[src/rtl/axil_mon_pkg.sv]
// Shared definitions for the AXI4-Lite protocol monitor: error indices,
// the first-error code type and a lowest-set-bit helper.
package axil_mon_pkg;
  localparam int ERR_W  = 14;
  localparam int NUM_CH = 5;

  typedef enum logic [3:0] {
    AR_STABLE    = 4'd0,
    AW_STABLE    = 4'd1,
    W_STABLE     = 4'd2,
    R_STABLE     = 4'd3,
    B_STABLE     = 4'd4,
    AR_TIMEOUT   = 4'd5,
    AW_TIMEOUT   = 4'd6,
    W_TIMEOUT    = 4'd7,
    R_TIMEOUT    = 4'd8,
    B_TIMEOUT    = 4'd9,
    R_UNEXPECTED = 4'd10,
    B_UNEXPECTED = 4'd11,
    RD_OVERFLOW  = 4'd12,
    WR_OVERFLOW  = 4'd13
  } err_idx_e;

  typedef logic [3:0] err_code_t;

  function automatic err_code_t lowest_err(input logic [ERR_W-1:0] v);
    lowest_err = '0;
    for (int i = ERR_W-1; i >= 0; i--)
      if (v[i]) lowest_err = err_code_t'(i);
  endfunction
endpackage

[src/rtl/axil_mon_chan.sv]
// One VALID/READY channel watcher: payload/VALID stability against the
// previous stalled cycle, stall counter with a single-shot timeout, handshake strobe.
module axil_mon_chan #(
  parameter int PW       = 32,
  parameter int MAX_WAIT = 5
) (
  input  logic          clk,
  input  logic          rst,
  input  logic          valid,
  input  logic          ready,
  input  logic [PW-1:0] payload,
  output logic          hs,
  output logic          stable_err,
  output logic          timeout_err
);
  localparam int WW = $clog2(MAX_WAIT+2);
  localparam logic [WW-1:0] W_FIRE = WW'(MAX_WAIT);
  localparam logic [WW-1:0] W_SAT  = WW'(MAX_WAIT+1);

  logic          prev_vld, prev_rdy;
  logic [PW-1:0] prev_pay;
  logic [WW-1:0] wait_cnt;
  logic          stall;

  assign stall       = valid & ~ready;
  assign hs          = valid & ready;
  assign stable_err  = prev_vld & ~prev_rdy & (~valid | (payload != prev_pay));
  // Saturating one past the fire point keeps a long stall from re-firing.
  assign timeout_err = stall & (wait_cnt == W_FIRE);

  always_ff @(posedge clk) begin
    if (rst) begin
      prev_vld <= 1'b0;
      prev_rdy <= 1'b0;
      prev_pay <= '0;
      wait_cnt <= '0;
    end else begin
      prev_vld <= valid;
      prev_rdy <= ready;
      prev_pay <= payload;
      if (!stall)                wait_cnt <= '0;
      else if (wait_cnt != W_SAT) wait_cnt <= wait_cnt + WW'(1);
    end
  end
endmodule

[src/rtl/axil_protocol_monitor.sv]
// Passive AXI4-Lite link monitor: per-channel checks plus outstanding
// read/write accounting, reported as sticky bits, a pulse and a first-error code.
module axil_protocol_monitor
  import axil_mon_pkg::*;
#(
  parameter int C_AXI_DATA_WIDTH = 32,
  parameter int C_AXI_ADDR_WIDTH = 8,
  parameter int MAX_WAIT         = 5,
  parameter int MAX_OUTSTANDING  = 4
) (
  input  logic                        AXI_ACLK,
  input  logic                        AXI_ARESET,
  input  logic [C_AXI_ADDR_WIDTH-1:0] AXI_ARADDR,
  input  logic                        AXI_ARVALID,
  input  logic                        AXI_ARREADY,
  input  logic [C_AXI_DATA_WIDTH-1:0] AXI_RDATA,
  input  logic                        AXI_RVALID,
  input  logic                        AXI_RREADY,
  input  logic [C_AXI_ADDR_WIDTH-1:0] AXI_AWADDR,
  input  logic                        AXI_AWVALID,
  input  logic                        AXI_AWREADY,
  input  logic [C_AXI_DATA_WIDTH-1:0] AXI_WDATA,
  input  logic                        AXI_WVALID,
  input  logic                        AXI_WREADY,
  input  logic [1:0]                  AXI_BRESP,
  input  logic                        AXI_BVALID,
  input  logic                        AXI_BREADY,
  input  logic                        err_clear,
  output logic [ERR_W-1:0]            err_sticky,
  output logic                        err_pulse,
  output logic                        first_err_vld,
  output logic [3:0]                  first_err_code,
  output logic [$clog2(MAX_OUTSTANDING+1)-1:0] rd_outstanding,
  output logic [$clog2(MAX_OUTSTANDING+1)-1:0] wr_outstanding
);
  localparam int CNT_W = $clog2(MAX_OUTSTANDING+1);
  localparam int PW    = (C_AXI_DATA_WIDTH > C_AXI_ADDR_WIDTH) ? C_AXI_DATA_WIDTH : C_AXI_ADDR_WIDTH;
  localparam logic [CNT_W-1:0] MAX_CNT = CNT_W'(MAX_OUTSTANDING);

  // Channel order AR, AW, W, R, B matches the STABLE/TIMEOUT index order.
  logic [NUM_CH-1:0]         ch_vld, ch_rdy, ch_hs, stab, tout;
  logic [NUM_CH-1:0][PW-1:0] ch_pay;

  assign ch_vld = {AXI_BVALID, AXI_RVALID, AXI_WVALID, AXI_WVALID & 1'b0 | AXI_AWVALID, AXI_ARVALID};
  assign ch_rdy = {AXI_BREADY, AXI_RREADY, AXI_WREADY, AXI_AWREADY, AXI_ARREADY};
  assign ch_pay[0] = PW'(AXI_ARADDR);
  assign ch_pay[1] = PW'(AXI_AWADDR);
  assign ch_pay[2] = PW'(AXI_WDATA);
  assign ch_pay[3] = PW'(AXI_RDATA);
  assign ch_pay[4] = PW'(AXI_BRESP);

  for (genvar c = 0; c < NUM_CH; c++) begin : g_chan
    axil_mon_chan #(.PW(PW), .MAX_WAIT(MAX_WAIT)) u_chan (
      .clk(AXI_ACLK), .rst(AXI_ARESET),
      .valid(ch_vld[c]), .ready(ch_rdy[c]), .payload(ch_pay[c]),
      .hs(ch_hs[c]), .stable_err(stab[c]), .timeout_err(tout[c])
    );
  end

  logic [CNT_W-1:0] aw_pend, w_pend;
  logic             ar_hs, aw_hs, w_hs, r_hs, b_hs, b_ok;
  logic             r_unexp, rd_ovf, b_unexp, wr_ovf;
  logic [ERR_W-1:0] viol;

  assign ar_hs = ch_hs[0];
  assign aw_hs = ch_hs[1];
  assign w_hs  = ch_hs[2];
  assign r_hs  = ch_hs[3];
  assign b_hs  = ch_hs[4];

  // B only retires a write whose AW and W both completed in earlier cycles.
  assign b_ok    = b_hs & (aw_pend != '0) & (w_pend != '0);
  assign b_unexp = b_hs & ~b_ok;
  assign r_unexp = r_hs & (rd_outstanding == '0);
  assign rd_ovf  = ar_hs & ~r_hs & (rd_outstanding == MAX_CNT);
  assign wr_ovf  = ~b_hs & ((aw_hs & (aw_pend == MAX_CNT)) | (w_hs & (w_pend == MAX_CNT)));

  always_comb begin
    viol                = {wr_ovf, rd_ovf, b_unexp, 1'b0, tout, stab};
    viol[R_UNEXPECTED]  = r_unexp;
  end

  // Increment saturates at MAX_CNT; a simultaneous inc/dec leaves the count alone.
  function automatic logic [CNT_W-1:0] pend_next(input logic [CNT_W-1:0] cnt,
                                                  input logic inc, input logic dec);
    if (dec && !inc)                    pend_next = cnt - CNT_W'(1);
    else if (inc && !dec && cnt != MAX_CNT) pend_next = cnt + CNT_W'(1);
    else                                pend_next = cnt;
  endfunction

  assign wr_outstanding = (aw_pend > w_pend) ? aw_pend : w_pend;

  always_ff @(posedge AXI_ACLK) begin
    if (AXI_ARESET) begin
      rd_outstanding <= '0;
      aw_pend        <= '0;
      w_pend         <= '0;
      err_sticky     <= '0;
      err_pulse      <= 1'b0;
      first_err_vld  <= 1'b0;
      first_err_code <= '0;
    end else begin
      rd_outstanding <= pend_next(rd_outstanding, ar_hs, r_hs & ~r_unexp);
      aw_pend        <= pend_next(aw_pend, aw_hs, b_ok);
      w_pend         <= pend_next(w_pend, w_hs, b_ok);
      err_pulse      <= |viol;
      err_sticky     <= (err_clear ? '0 : err_sticky) | viol;
      // Clear re-arms capture in the same cycle, so a coincident violation is kept.
      if (err_clear || !first_err_vld) begin
        first_err_vld  <= |viol;
        first_err_code <= lowest_err(viol);
      end
    end
  end
endmodule

[config.mk]
export PLATFORM = sky130hd
export DESIGN_NAME = axil_protocol_monitor
export DESIGN_NICKNAME = d
export VERILOG_FILES = /design/src/rtl/axil_mon_pkg.sv /design/src/rtl/axil_mon_chan.sv /design/src/rtl/axil_protocol_monitor.sv
export SDC_FILE = /design/constraint.sdc
export NUM_CORES = 1
export LEC_CHECK = 0
export BUFFER_PORTS_ARGS = -buffer_cell sky130_fd_sc_hd__buf_2
export CORE_MARGIN = 3
export CORE_UTILIZATION = 60
export CTS_BUF_LIST = sky130_fd_sc_hd__clkbuf_8
export CTS_CLUSTER_DIAMETER = 60
export DETAILED_ROUTE_END_ITERATION = 10
export PLACE_DENSITY = 0.79
export SKIP_CTS_REPAIR_TIMING = 1
export SLEW_MARGIN = 5
export SYNTH_ARGS = -nofsm -noshare
export SYNTH_HDL_FRONTEND = slang
export SYNTH_HIERARCHICAL = 1
export SYNTH_SLANG_ARGS = --single-unit
[constraint.sdc]
create_clock -name AXI_ACLK -period 3.3 [get_ports AXI_ACLK]
set_input_delay 0.165 -clock AXI_ACLK [delete_from_list [all_inputs] [get_ports AXI_ACLK]]
set_output_delay 0.165 -clock AXI_ACLK [all_outputs]
set_load 0.03 [all_outputs]
* Yosys cells after proc, flatten, opt, wreduce, memory -nomap -nowiden
Cells that the tools add are included.
** Word-level totals
- Word-level logic and storage cells :: 179
- Bits of input ports :: 95
- Output and inout bits :: 26
- Flip-flop bits (word level) :: 214
** Cells by class
- Order comparisons :: 1
- Add/sub/neg operators :: 11
- Reductions and logical operators :: 28
- Equality and inequality tests :: 21
- Bitwise logic cells :: 66
- Multiplexer cells :: 22
** Operator list (count)
- $ne 32x32->1 :: 2
- $ne 8x32->1 :: 2
- $mux 4 :: 14
- $and 1x1->1 :: 35
- $ne 2x32->1 :: 1
- $add 3x1->3 const B :: 8
- $eq 3x3->1 const B :: 8
- $ne 3x3->1 const B :: 8
- $not 1->1 :: 24
- $mux 3 :: 7
- $mux 14 :: 1
- $or 14x14->14 :: 1
- $reduce_or 14->1 :: 1
- $reduce_or 2->1 :: 5
- $logic_and 1x1->1 :: 9
- $sub 3x1->3 const B :: 3
- $logic_not 1->1 :: 6
- $or 1x1->1 :: 6
- $reduce_bool 2->1 :: 3
- $reduce_bool 3->1 :: 2
- $gt 3x3->1 :: 1
- $logic_not 3->1 :: 1
- $logic_or 1x1->1 :: 1

* Logic depth before layout (Yosys ltp)
Gate-level depths: netlist of the first run.
- Depth after elaboration :: 18
- Gate-level depth with buffers :: 10

* Cells and area by module
The synthesis of the first run kept the hierarchy.
** Modules (own cells, without submodules)
- axil_mon_chan :: cells each 136, area an instance 1460.2 sq um, instances 5, sequential area each 740.7 sq um
- axil_protocol_monitor :: cells each 196, area an instance 1596.5 sq um, instances 1, sequential area each 580.6 sq um

* Worst setup path before layout of the first run
No wires, ideal clock.
- Kind :: reg2reg
- Start point :: register rd_outstanding[0]
- End point :: register rd_outstanding[2]
- Arrival :: 1.951 ns
- Buffers on the path :: 0
- Stages on the path, launching flop included :: 9
- Setup time :: 0.070 ns
- Required time :: 3.230 ns
- Clock period less this slack :: 2.021 ns
- Slack :: 1.279 ns
- Cells stage by stage :: dfxtp_1 or2_4 o21ai_0 fa_1 nand2b_1 nor2_1 a31oi_1 or2_2 a21oi_1
** Between the ends
- Cells in the longest elaborated chain, start to end :: 8
- Elaborated cells between the ends (all ways) :: 14
- Classes of those cells :: add/sub (2); eq/ne (1); mux (2); bitwise (3); reduce/logical (6)
** Ends and longest elaborated chain
- from (decl) :: RTL line axil_protocol_monitor.sv:33 : output logic [$clog2(MAX_OUTSTANDING+1)-1:0] rd_outstanding,
- from (signal assigned) :: RTL line axil_protocol_monitor.sv:103 : rd_outstanding <= pend_next(rd_outstanding, ar_hs, r_hs & ~r_unexp);
- $logic_not 3->1 :: RTL line axil_protocol_monitor.sv:74 : assign r_unexp = r_hs & (rd_outstanding == '0);
- $and 1x1->1 :: RTL line axil_protocol_monitor.sv:74
- $not 1->1 :: RTL line axil_protocol_monitor.sv:103
- $and 1x1->1 :: RTL line axil_protocol_monitor.sv:103
- $logic_not 1->1 :: RTL line axil_protocol_monitor.sv:87 : else if (inc && !dec && cnt != MAX_CNT) pend_next = cnt + CNT_W'(1);
- $logic_and 1x1->1 (2 in series) :: RTL line axil_protocol_monitor.sv:87
- $reduce_bool 2->1 (no source line)
Parallel ways exist; a longest one is shown, timed or not. The select of a mux whose other input is x is not followed.
A chain may end at the register's enable or synchronous reset.

* Final worst setup path of the first run
- Start point :: register aw_pend[0]
- End point :: output port wr_outstanding[2]
** Between the ends
- Cells in the longest elaborated chain, start to end :: 2
** Ends and longest elaborated chain
- from (decl) :: RTL line axil_protocol_monitor.sv:60 : logic [CNT_W-1:0] aw_pend, w_pend;
- from (signal assigned) :: RTL line axil_protocol_monitor.sv:104 : aw_pend <= pend_next(aw_pend, aw_hs, b_ok);
- $gt 3x3->1 :: RTL line axil_protocol_monitor.sv:91 : assign wr_outstanding = (aw_pend > w_pend) ? aw_pend : w_pend;
- $mux 3 :: RTL line axil_protocol_monitor.sv:91
- to (decl) :: RTL line axil_protocol_monitor.sv:34 : output logic [$clog2(MAX_OUTSTANDING+1)-1:0] wr_outstanding
No other way between the ends.

==> results of run 1 <==
routing by layer:
layer / up-vias / part of all wire, % / wire length, um
met2: 174 / 52 / 9760
met5: - / 0 / 0
met1: 3111 / 41 / 7750
li1: 3505 / - / -
met4: 0 / 2.3 / 430
met3: 40 / 5.3 / 997
worst paths after layout:
kind | start | cells after the start | to | slack [ps]
hold reg to reg | first_err_code[2] | 2 | first_err_code[2] | 450
setup / recovery | aw_pend[0] | 8 | wr_outstanding[2] | 600
hold / removal | AXI_ARESET | 2 | g_chan[2].u_chan/prev_pay[27] | 100
setup reg to reg | g_chan[3].u_chan/prev_pay[7] | 8 | first_err_code[0] | 1020
power groups by stage:
stage | combinational, mW | clock, mW | sequential (mW)
2_1_floorplan | 0.463 | 0 | 2.85
3_3_place_gp | 0.632 | 0 | 2.85
3_5_place_dp | 0.647 | 0 | 2.85
4_1_cts | 0.653 | 2.19 | 2.80
5_1_grt | 0.841 | 2.32 | 2.81
6_report | 0.758 | 2.15 | 2.80
registers in the layout (all words and copies together), names as in the netlist:
name and count:
g_chan.u_chan/prev_pay 160, g_chan.u_chan/wait_cnt 15, err_sticky 14, g_chan.u_chan/prev_rdy 5, g_chan.u_chan/prev_vld 5, first_err_code 4
aw_pend 3, rd_outstanding 3, w_pend 3, err_pulse 1, first_err_vld 1
layout make-up:
class / count / area [um^2]
inverter: 23 / 86.3
timing repair buffer: 218 / 1590
fill: 850 / 2350
clock inverter: 15 / 61.3
multi-input combinational: 772 / 5020
clock buffer: 43 / 592
tap: 180 / 225
sequential: 214 / 4280
worst register-to-register path, stage by stage, from the launching register on:
cell	delay, ps
dfxtp_1	310
xnor2_1	210
nand4_1	170
nor4_1	340
a31oi_1	260
a2111oi_0	470
o31ai_1	140
a31oi_1	170
o22ai_1	90
synth_stat cells (3+ instances only):
| master | count | share of area, % |
|---|---|---|
| inv_1 | 23 | 0.97 |
| nand2_1 | 26 | 1.1 |
| nand3_1 | 6 | 0.34 |
| xor2_1 | 23 | 2.3 |
| o21ai_0 | 5 | 0.28 |
| a31oi_1 | 13 | 0.91 |
| nor3_2 | 7 | 0.79 |
| dfxtp_1 | 214 | 48 |
| nor2b_2 | 5 | 0.49 |
| nor2b_1 | 150 | 11 |
| a221oi_1 | 3 | 0.30 |
| nor2_1 | 50 | 2.1 |
| ha_1 | 18 | 2.5 |
| o31ai_1 | 3 | 0.25 |
| nand2b_1 | 6 | 0.42 |
| fa_1 | 3 | 0.68 |
| a211oi_2 | 5 | 0.70 |
| nand4_1 | 30 | 2.1 |
| nor3_1 | 10 | 0.56 |
| a211oi_1 | 3 | 0.25 |
| and2b_1 | 20 | 1.7 |
| a21oi_1 | 21 | 1.2 |
| clkbuf_1 | 18 | 0.76 |
| and3_1 | 7 | 0.49 |
| and2_2 | 5 | 0.42 |
| or3b_4 | 5 | 0.63 |
| nor4_1 | 13 | 0.91 |
| xnor2_1 | 147 | 14 |
| and4b_2 | 5 | 0.63 |
cells in the final DEF, fill, tap and decap left out, types with 23 or more instances in the layout:
cell,count
dfxtp_1,214
nand4_1,30
nor2_1,50
nand2_1,26
dlygate4sd3_1,92
xnor2_1,147
buf_2,119
nor2b_1,150
inv_1,36
clkbuf_8,43
conb_1,156
xor2_1,23
kinds of logic (layout without fill, tap and decap cells):
kind of cell | count (synthesis) | count (layout)
simple gates | 353 | 353
buf+inv | 45 | 299
mux | 3 | 3
flops | 214 | 214
fa+ha+maj | 21 | 21
xor+xnor | 170 | 170
compound gates | 69 | 69
other cells | 1 | 156
==> out/metrics.yaml, run 1 <==
clk_pin_slew_worst_paths_ps: 60
whs_ps: 97.0
hold_viol: 0
muxShareOfSynthArea_pct: 0.352
grt_setup_unrepaired: "no"
detail-route-antenna-nets: 0
portBuffers: 120
synth_fa_ha_area_share_pct: 3.21
io_pins: 121
cts_tree: "yes"
p_per_area_mw_per_mm2: 481
vias_per_cell: 4.66
cts-root-buf: "clkbuf_8"
drc: 0
p_leak_nw: 5.05
dp_hpwl_um: 11300
power.switching_mw: 1.42
final_nets: 1380
hp-class: "in -> reg"
grt_pass1_wl_um: 26900
slew_violations: 0
grt_pass1_vias: 6270
p_int_mw: 4.28
core_mm2: 0.0142
synthCells: 876
cts_buffers: 35
synth_top_family_by_area: "simple AND/OR/NAND/NOR gates"
cpMostUsedCell: "inv_1"
met1_usage_pct: 23.7
crit_buf_inv: 3
tightestPinTransition_ps: 564
gp_congestion: 0.808
crit_path_top_delay_cell: "dfxtp_1"
placed_cells: 1315
die-area_mm2: 0.0163
power_frac_comb_pct: 13.3
finalCritPeriodShare_pct: 81.9
vdd_ir_drop_max_v: 0.000409
ys_types: 54
grt.overflow.total: 0
end_kind: "output pin"
worstPathCellList: "inv_1 > ha_1 > inv_1 > a21o_1 > a21oi_1 > a31oi_1 > mux2_2 > buf_2"
worstSetupPathType: "reg -> out"
async_reset_ff_share_pct: 0
syn-cell-area_mm2: 0.00890
vias: 6830
grt_max_degree: 71
fin_skew_ps: 13.4
pwr-share-clk_pct: 37.6
met2_usage_pct: 33.5
synth_xor_area_share_pct: 16.7
cts_sinks: 214
postPlaceCellArea_mm2: 0.0103
std_cell_rows: 43
drv_cap: 0
use_met3_pct: 5.79
design_area_mm2: 0.0119
crit_family: "compound AO/OA/AOI/OAI gates"
synth-warning-count: 6
ctsHtreeMaxLevel: 2
yosys.area_share.simple_pct: 24.1
clockBufferDepth: 3
max_slew_margin_pct: 62.4
drive_gt1_share_pct: 16.4
setup_viol: 0
antenna_found_initial: 0
fin_tns_setup_ps: 0
clock_latency_ps: 500
first_pass_iters: 4
worst_slack_ps: 596
clock.fmax_ghz: 0.370
critPathRequiredTime_ps: 3130
power_mw: 5.70
cp_data_arrival_time_ps: 2540
wire_per_inst_um: 12.9
swShare_pct: 24.9
syn_to_final_growth_pct: 33.3
wl_um: 18900
final_util_pct: 83.5
yosys_register_bits: 214
dr.first_iter.drc_count: 290
cp-start-kind: "flip-flop"
cpPeakStageDelay_ps: 510
syn_area_per_cell_um2: 10.2
synth_compound_area_share_pct: 5.53
layout_min_cycle_time_ps: 2700
fin_cells: 1465
start_util_pct: 62.6
pwr-share-seq_pct: 49.1
yosysSeqAreaShare_pct: 48.2
synth_edf_count: 0
crit_fanout: 7
die_h_um: 128
grt-busiest-layer: "met2"
grt_usage_pct: 19.8
die_x_um: 128
ys.flop_type: "dfxtp_1"
diodes: 0
place_ws_ps: 1150
status: "finished, final reports clean"
No activity file was read; power rests on OpenSTA's default activity.
==> inputs of run 2 (changes only) <==
Settings changed: CORE_UTILIZATION 60 to 55, PLACE_DENSITY 0.79 to 0.76.
Clock period 3.3 ns to 2.2 ns, I/O delays scaled along.
==> run 2 against run 1 <==
The run now ends with setup timing left; clock skew grew 9.1 ps; sequential share of layout area shrank 1.1 points; first-iteration DRC count shrank 9.0%; core utilization shrank 4.6 points; flip-flop and latch count is the same; critical path depth shrank 1.
==> out/metrics.yaml, run 2 (synthesized netlist as in run 1, its figures left out) <==
layout.cells.most_common: "dfxtp_1"
design_area_mm2: 0.0123  # +3.4%
violations: "setup timing"
final_nets: 1400  # +1.4%
clockBufferDepth: 3  # unchanged
crit_path_top_delay_cell: "dfxtp_4"
grt_pass1_wl_um: 27600  # +2.6%
largest_register_ffs: 160  # unchanged
drv_cap: 0  # unchanged
top_regs: "g_chan.u_chan/prev_pay x160, g_chan.u_chan/wait_cnt x15, err_sticky x14"
clock_latency_ps: 520  # +20 ps
vias_per_cell: 4.48  # -3.8%
cts_buffers: 36  # +2.9%
slew_violations: 0  # unchanged
cp_data_arrival_time_ps: 2090  # -450 ps
antenna_found_initial: 0  # unchanged
fin_cells: 1522  # +3.9%
setup_viol: 1  # +1
grt_pass1_vias: 6268  # -0.032%
vias: 6823  # -0.10%
diodes: 0  # unchanged
detail-route-antenna-nets: 0  # unchanged
max_slew_margin_pct: 46.5  # -16 points
clk_pin_slew_worst_paths_ps: 60  # about the same
grt.overflow.total: 0  # unchanged
die_x_um: 133  # +4.2%
crit_buf_inv: 2  # -1
cts-root-buf: "clkbuf_8"
gp_congestion: 0.814  # +0.77%
drc: 0  # unchanged
die_h_um: 133  # +4.2%
postPlaceCellArea_mm2: 0.0104  # +1.1%
path_depth: 7  # -1
io_pins: 121  # unchanged
worstSetupPathType: "reg -> out"
portBuffers: 120  # unchanged
grt_max_degree: 107  # +51%
final_cell_mix: "dfxtp_1 (209), conb_1 (156), nor2b_1 (150)"
ctsHtreeMaxLevel: 2  # unchanged
r2r_setup_slack_ps: 60  # -960 ps
startpoint: "w_pend[1]"
place_ws_ps: 46.4  # -1100 ps
critPathRequiredTime_ps: 2090  # -1040 ps
cts_tree: "yes"
std_cell_rows: 45  # +4.7%
finalCritPeriodShare_pct: 100
r2r_end: "w_pend[1]"
largest-register: "g_chan.u_chan/prev_pay"
wire_per_inst_um: 12.5  # -3.1%
hold_viol: 0  # unchanged
reg2reg_from: "aw_pend[0]"
end_kind: "output pin"
fin_skew_ps: 22.5  # +9.12 ps
p_per_area_mw_per_mm2: 741  # +54%
crit_family: "flip-flops"
whs_ps: 48.2  # -48.8 ps
wl_um: 19100  # +0.71%
final_util_pct: 78.9  # -4.6 points
hp-class: "in -> reg"
clock.fmax_ghz: 0.454
crit_fanout: 4  # -3
syn_to_final_growth_pct: 37.8
endpoint: "wr_outstanding[2]"
core_mm2: 0.0155  # +9.4%
status: "finished, violations left"
worstPathCellList: "inv_4 > ha_4 > a21o_1 > a21oi_2 > a31oi_2 > mux2_2 > buf_4"
grt_usage_pct: 18.5  # -1.2 points
drive_gt1_share_pct: 19.8  # +3.4 points
first_pass_iters: 4  # unchanged
ff2ff_path_depth: 8  # unchanged
tightestPinTransition_ps: 803  # +239 ps
layout_min_cycle_time_ps: 2200
p_leak_nw: 5.21  # +3.2%
cpPeakStageDelay_ps: 370  # -140 ps
dp_hpwl_um: 11600  # +3.0%
worst_slack_ps: -3.64  # -599 ps
grt_setup_unrepaired: "yes"
dr.first_iter.drc_count: 264  # -9.0%
vdd_ir_drop_max_v: 0.000567  # +39%
placed_cells: 1357  # +3.2%
die-area_mm2: 0.0177  # +8.7%
cts_sinks: 214  # unchanged
cp-start-kind: "flip-flop"
start_util_pct: 57.3  # -5.4 points
## run 2: cell types whose count changed in the layout (fill, tap and decap cells not counted), moves of 5 or more
cell	delta
buf_4	+22
clkbuf_8	+6
inv_1	-6
dfxtp_1	-5
## run 2: tightest hold or removal path, cell delays in order
cell,delay (ps)
buf_2,120
or3b_4,250
a211oi_2,30
## run 2: cell type report
class,count,area [um^2]
multi-input cells,772,5110
clock buffers,49,674
repair buffers,237,1730
fillers,1086,3280
inverters,23,88.8
well taps,211,264
flip-flops and latches,214,4300
clock inverters,16,98.8
## run 2: how the worst min path moves through the flow
stage                                               end     startpoint  cells after the start  slack, ps
after floorplan               g_chan[0].u_chan/prev_rdy    AXI_ARREADY                      1        240
after global placement    g_chan[2].u_chan/prev_pay[11]  AXI_WDATA[11]                      2        340
final                      g_chan[3].u_chan/wait_cnt[1]     AXI_RVALID                      3         50
after detailed placement  g_chan[3].u_chan/prev_pay[10]  AXI_RDATA[10]                      2        350
after global routing       g_chan[4].u_chan/wait_cnt[2]     AXI_BVALID                      3         40
after CTS                 g_chan[3].u_chan/prev_pay[29]  AXI_RDATA[29]                      2       -200
## run 2: layer usage
layer | vias up | share of wire, % | wire length [um] | global-route usage [%]
met5 | - | 0 | 0 | 0
met4 | 0 | 2.4 | 460 | 6.17
met3 | 35 | 5.3 | 1010 | 6.08
met2 | 149 | 52 | 9860 | 31.2
met1 | 3082 | 41 | 7740 | 22.5
li1 | 3557 | - | - | -
## run 2: where the power goes
group / switching (mW) / internal (mW)
Clock: 1.56 / 2.11
Sequential: 0.104 / 4.08
Combinational: 0.575 / 0.656
## run 2: stage by stage
| stage | setup TNS (ps) | power [mW] |
|---|---|---|
| 6_report | -3.64 | 9.08 |
| 5_1_grt | -489 | 9.52 |
| 4_1_cts | -738 | 8.96 |
| 3_5_place_dp | 0 | 5.28 |
| 3_3_place_gp | 0 | 5.25 |
| 2_1_floorplan | 0 | 4.98 |
==> inputs of run 3 (changes only) <==
--- a/config.mk
+++ b/config.mk
@@ -9,3 +9,3 @@
 export CORE_MARGIN = 3
-export CORE_UTILIZATION = 55
+export CORE_UTILIZATION = 51
 export CTS_BUF_LIST = sky130_fd_sc_hd__clkbuf_8
@@ -13,3 +13,3 @@
 export DETAILED_ROUTE_END_ITERATION = 10
-export PLACE_DENSITY = 0.76
+export PLACE_DENSITY = 0.74
 export SKIP_CTS_REPAIR_TIMING = 1
@@ -18,3 +18,2 @@
 export SYNTH_HDL_FRONTEND = slang
-export SYNTH_HIERARCHICAL = 1
 export SYNTH_SLANG_ARGS = --single-unit
==> constraint.sdc (replaced) <==
create_clock -name AXI_ACLK -period 2.2 [get_ports AXI_ACLK]
set_input_delay 0 -clock AXI_ACLK [delete_from_list [all_inputs] [get_ports AXI_ACLK]]
set_output_delay 0 -clock AXI_ACLK [all_outputs]
set_load 0.03 [all_outputs]
==> run 3 against run 2 <==
The flow finishes with violations (hold timing); register-to-register slack better by 80 ps; routed wire length is 32% lower; first-iteration DRC count is 48% lower; critical path depth is 1 higher; highest routed layer unchanged; clock-buffer cell count is 29 lower; sequential power is 36% lower; sequential share of layout area is 0.081 points higher; flip-flop and latch count is 78 lower; synthesized cell count is 32% lower.
==> out/metrics.yaml, run 3 <==
layout_min_cycle_time_ps: 2070  # -136 ps
final_cell_mix: "dfxtp_1 (135), buf_2 (118), nor2b_1 (95)"
syn-cell-area_mm2: 0.00573  # -36%
yosysMostFrequentCell: "dfxtp_1"
crit_fanout: 6  # +2
synth_edf_count: 0  # unchanged
max_slew_margin_pct: 57.4  # +11 points
final_util_pct: 71.2  # -7.7 points
slew_violations: 0  # unchanged
clock.fmax_ghz: 0.484  # +6.6%
cts_tree: "yes"
postPlaceCellArea_mm2: 0.00647  # -38%
async_reset_ff_share_pct: 0  # unchanged
vdd_ir_drop_max_v: 0.000521  # -8.1%
grt.overflow.total: 0  # unchanged
std_cell_rows: 38  # -16%
r2r_setup_slack_ps: 140  # +80 ps
drive_gt1_share_pct: 18.9  # -0.90 points
first_pass_iters: 5  # +1
worstSetupPathType: "reg -> out"
synth.area.top_cells: "dfxtp_1 (48%), nor2b_1 (10%), xor2_1 (7.3%)"
vias_per_cell: 4.89  # +9.1%
syn_to_final_growth_pct: 35.4
clk_pin_slew_worst_paths_ps: 60  # about the same
clockBufferDepth: 2  # -1
yosysTopAreaCell: "dfxtp_1"
startpoint: "w_pend[1]"
ys_types: 46  # -15%
die-area_mm2: 0.0125  # -29%
grt_max_degree: 56  # -48%
detail-route-antenna-nets: 0  # unchanged
cp_data_arrival_time_ps: 2070  # -20 ps
fin_tns_setup_ps: 0  # +3.64 ps
crit_family: "compound AO/OA/AOI/OAI gates"
antenna_found_initial: 0  # unchanged
status: "finished, violations left"
drv_cap: 0  # unchanged
end_kind: "output pin"
start_util_pct: 52.6  # -4.7 points
dr.first_iter.drc_count: 136  # -48%
p_leak_nw: 3.34  # -36%
cp-start-kind: "flip-flop"
synth-warning-count: 0  # -6
endpoint: "wr_outstanding[0]"
ys.flop_type: "dfxtp_1"
largest_register_ffs: 82  # -49%
io_pins: 121  # unchanged
cts-root-buf: "clkbuf_8"
path_depth: 8  # +1
grt_pass1_vias: 4309  # -31%
design_area_mm2: 0.00775  # -37%
ctsHtreeMaxLevel: 4  # +2
cpPeakStageDelay_ps: 360  # about the same
die_h_um: 112  # -16%
p_per_area_mw_per_mm2: 693  # -6.4%
cts_buffers: 17  # -53%
gp_congestion: 0.828  # +1.8%
portBuffers: 120  # unchanged
wl_um: 13000  # -32%
ff2ff_path_depth: 7  # -1
worstPathCellList: "inv_1 > ha_1 > a21o_1 > a21oi_1 > a31oi_2 > nand2_1 > o21ai_0 > buf_2"
layout.cells.most_common: "dfxtp_1"
r2r_end: "rd_outstanding[2]"
clock_latency_ps: 430  # -90 ps
cts_sinks: 136  # -36%
vias: 4716  # -31%
top_regs: "g_chan.u_chan.prev_pay x82, g_chan.u_chan.wait_cnt x15, err_sticky x14"
n_fill_cell: 800  # -26%
yosys_register_bits: 136  # -36%
hp-class: "in -> reg"
final_nets: 930  # -34%
fin_skew_ps: 8.06  # -14.4 ps
reg2reg_from: "rd_outstanding[0]"
whs_ps: -17.7  # -65.9 ps
syn_area_per_cell_um2: 9.64  # -5.1%
drc: 0  # unchanged
dp_hpwl_um: 8880  # -24%
wire_per_inst_um: 13.5  # +8.0%
diodes: 0  # unchanged
grt_setup_unrepaired: "no"
hold_viol: 4  # +4
synthCells: 594  # -32%
tightestPinTransition_ps: 631  # -172 ps
critPathRequiredTime_ps: 2200  # +110 ps
die_x_um: 112  # -16%
setup_viol: 0  # -1
crit_path_top_delay_cell: "dfxtp_1"
yosysSeqAreaShare_pct: 47.5  # -0.61 points
grt_usage_pct: 19.2  # +0.66 points
grt_pass1_wl_um: 19300  # -30%
violations: "hold timing"
finalCritPeriodShare_pct: 94.0  # -6.2 points
synth_nets: 710
synthTopCellsByCount: "dfxtp_1 (136), nor2b_1 (95), xor2_1 (48)"
core_mm2: 0.0109  # -30%
largest-register: "g_chan.u_chan.prev_pay"
crit_buf_inv: 2  # unchanged
synth_top_area_share_pct: 47.5  # -0.61 points
## run 3: changes by cell type after synthesis, sizes merged, moves of 6 or more
cell    before  now
xnor2      147   44
dfxtp      214  136
nor2b      155   95
xor2        23   48
and2b       20    0
nand4       30   12
a31oi       13    2
nand2       26   37
nor2        50   41
clkbuf      18   12
## run 3: metrics by stage
stage / total power [mW] / instances / hold slack [ps] / setup slack [ps]
CTS: 5.29 / 871 / -235 / 7.09
detailed placement: 3.48 / 842 / 242 / 144
finish: 5.37 / 964 / -17.7 / 133
global route: 5.63 / 964 / -1.97 / 1.32
global placement: 3.44 / 842 / 237 / 225
floorplan: 3.22 / 594 / 83.4 / 61.5
## run 3: cells by family (layout without fill, tap and decap cells)
logic type | Yosys count | count (layout) | share of synthesized area [%]
buf+inv | 41 | 271 | 2.69
compound gates | 61 | 61 | 7.43
flops | 136 | 136 | 47.5
fa+ha+maj | 21 | 21 | 4.98
xor+xnor | 92 | 92 | 14.1
simple gates | 243 | 243 | 23.3
## run 3: worst min path at each step
| stage | cells past startpoint | slack [ps] | endpoint | from |
|---|---|---|---|---|
| finish | 2 | -20 | w_pend[0] | AXI_ARESET |
| global route | 2 | -2 | g_chan[3].u_chan.prev_pay[9] | AXI_ARESET |
| CTS | 2 | -230 | g_chan[3].u_chan.prev_pay[20] | AXI_RDATA[20] |
| detailed placement | 2 | 240 | g_chan[3].u_chan.prev_pay[18] | AXI_RDATA[18] |
| global placement | 2 | 240 | g_chan[1].u_chan.prev_pay[4] | AXI_AWADDR[4] |
| floorplan | 1 | 80 | g_chan[1].u_chan.prev_vld | AXI_ARESET |
## run 3: where the power goes
part | internal [mW] | total [mW] | leakage [nW] | switching, mW
clock | 0.937 | 1.80 | 0.194 | 0.866
combinational | 0.443 | 0.890 | 2.02 | 0.447
sequential | 2.60 | 2.68 | 1.13 | 0.0818
## run 3: area by class of cell
class	count	area, um^2	share of cell area (%)
well taps	140	175	2.26
clock inverters	9	65.1	0.839
clock buffers	20	275	3.55
flip-flops and latches	136	2720	35.1
repair buffers	216	1560	20.1
multi-input cells	417	2860	36.8
inverters	26	97.6	1.26
## run 3: layer usage
layer / wire, um / global-route usage, % / up-vias
li1: - / - / 2403
met2: 6490 / 31.9 / 126
met1: 5480 / 23.0 / 2150
met4: 408 / 7.85 / 0
met5: 0 / 0 / -
met3: 666 / 6.36 / 37
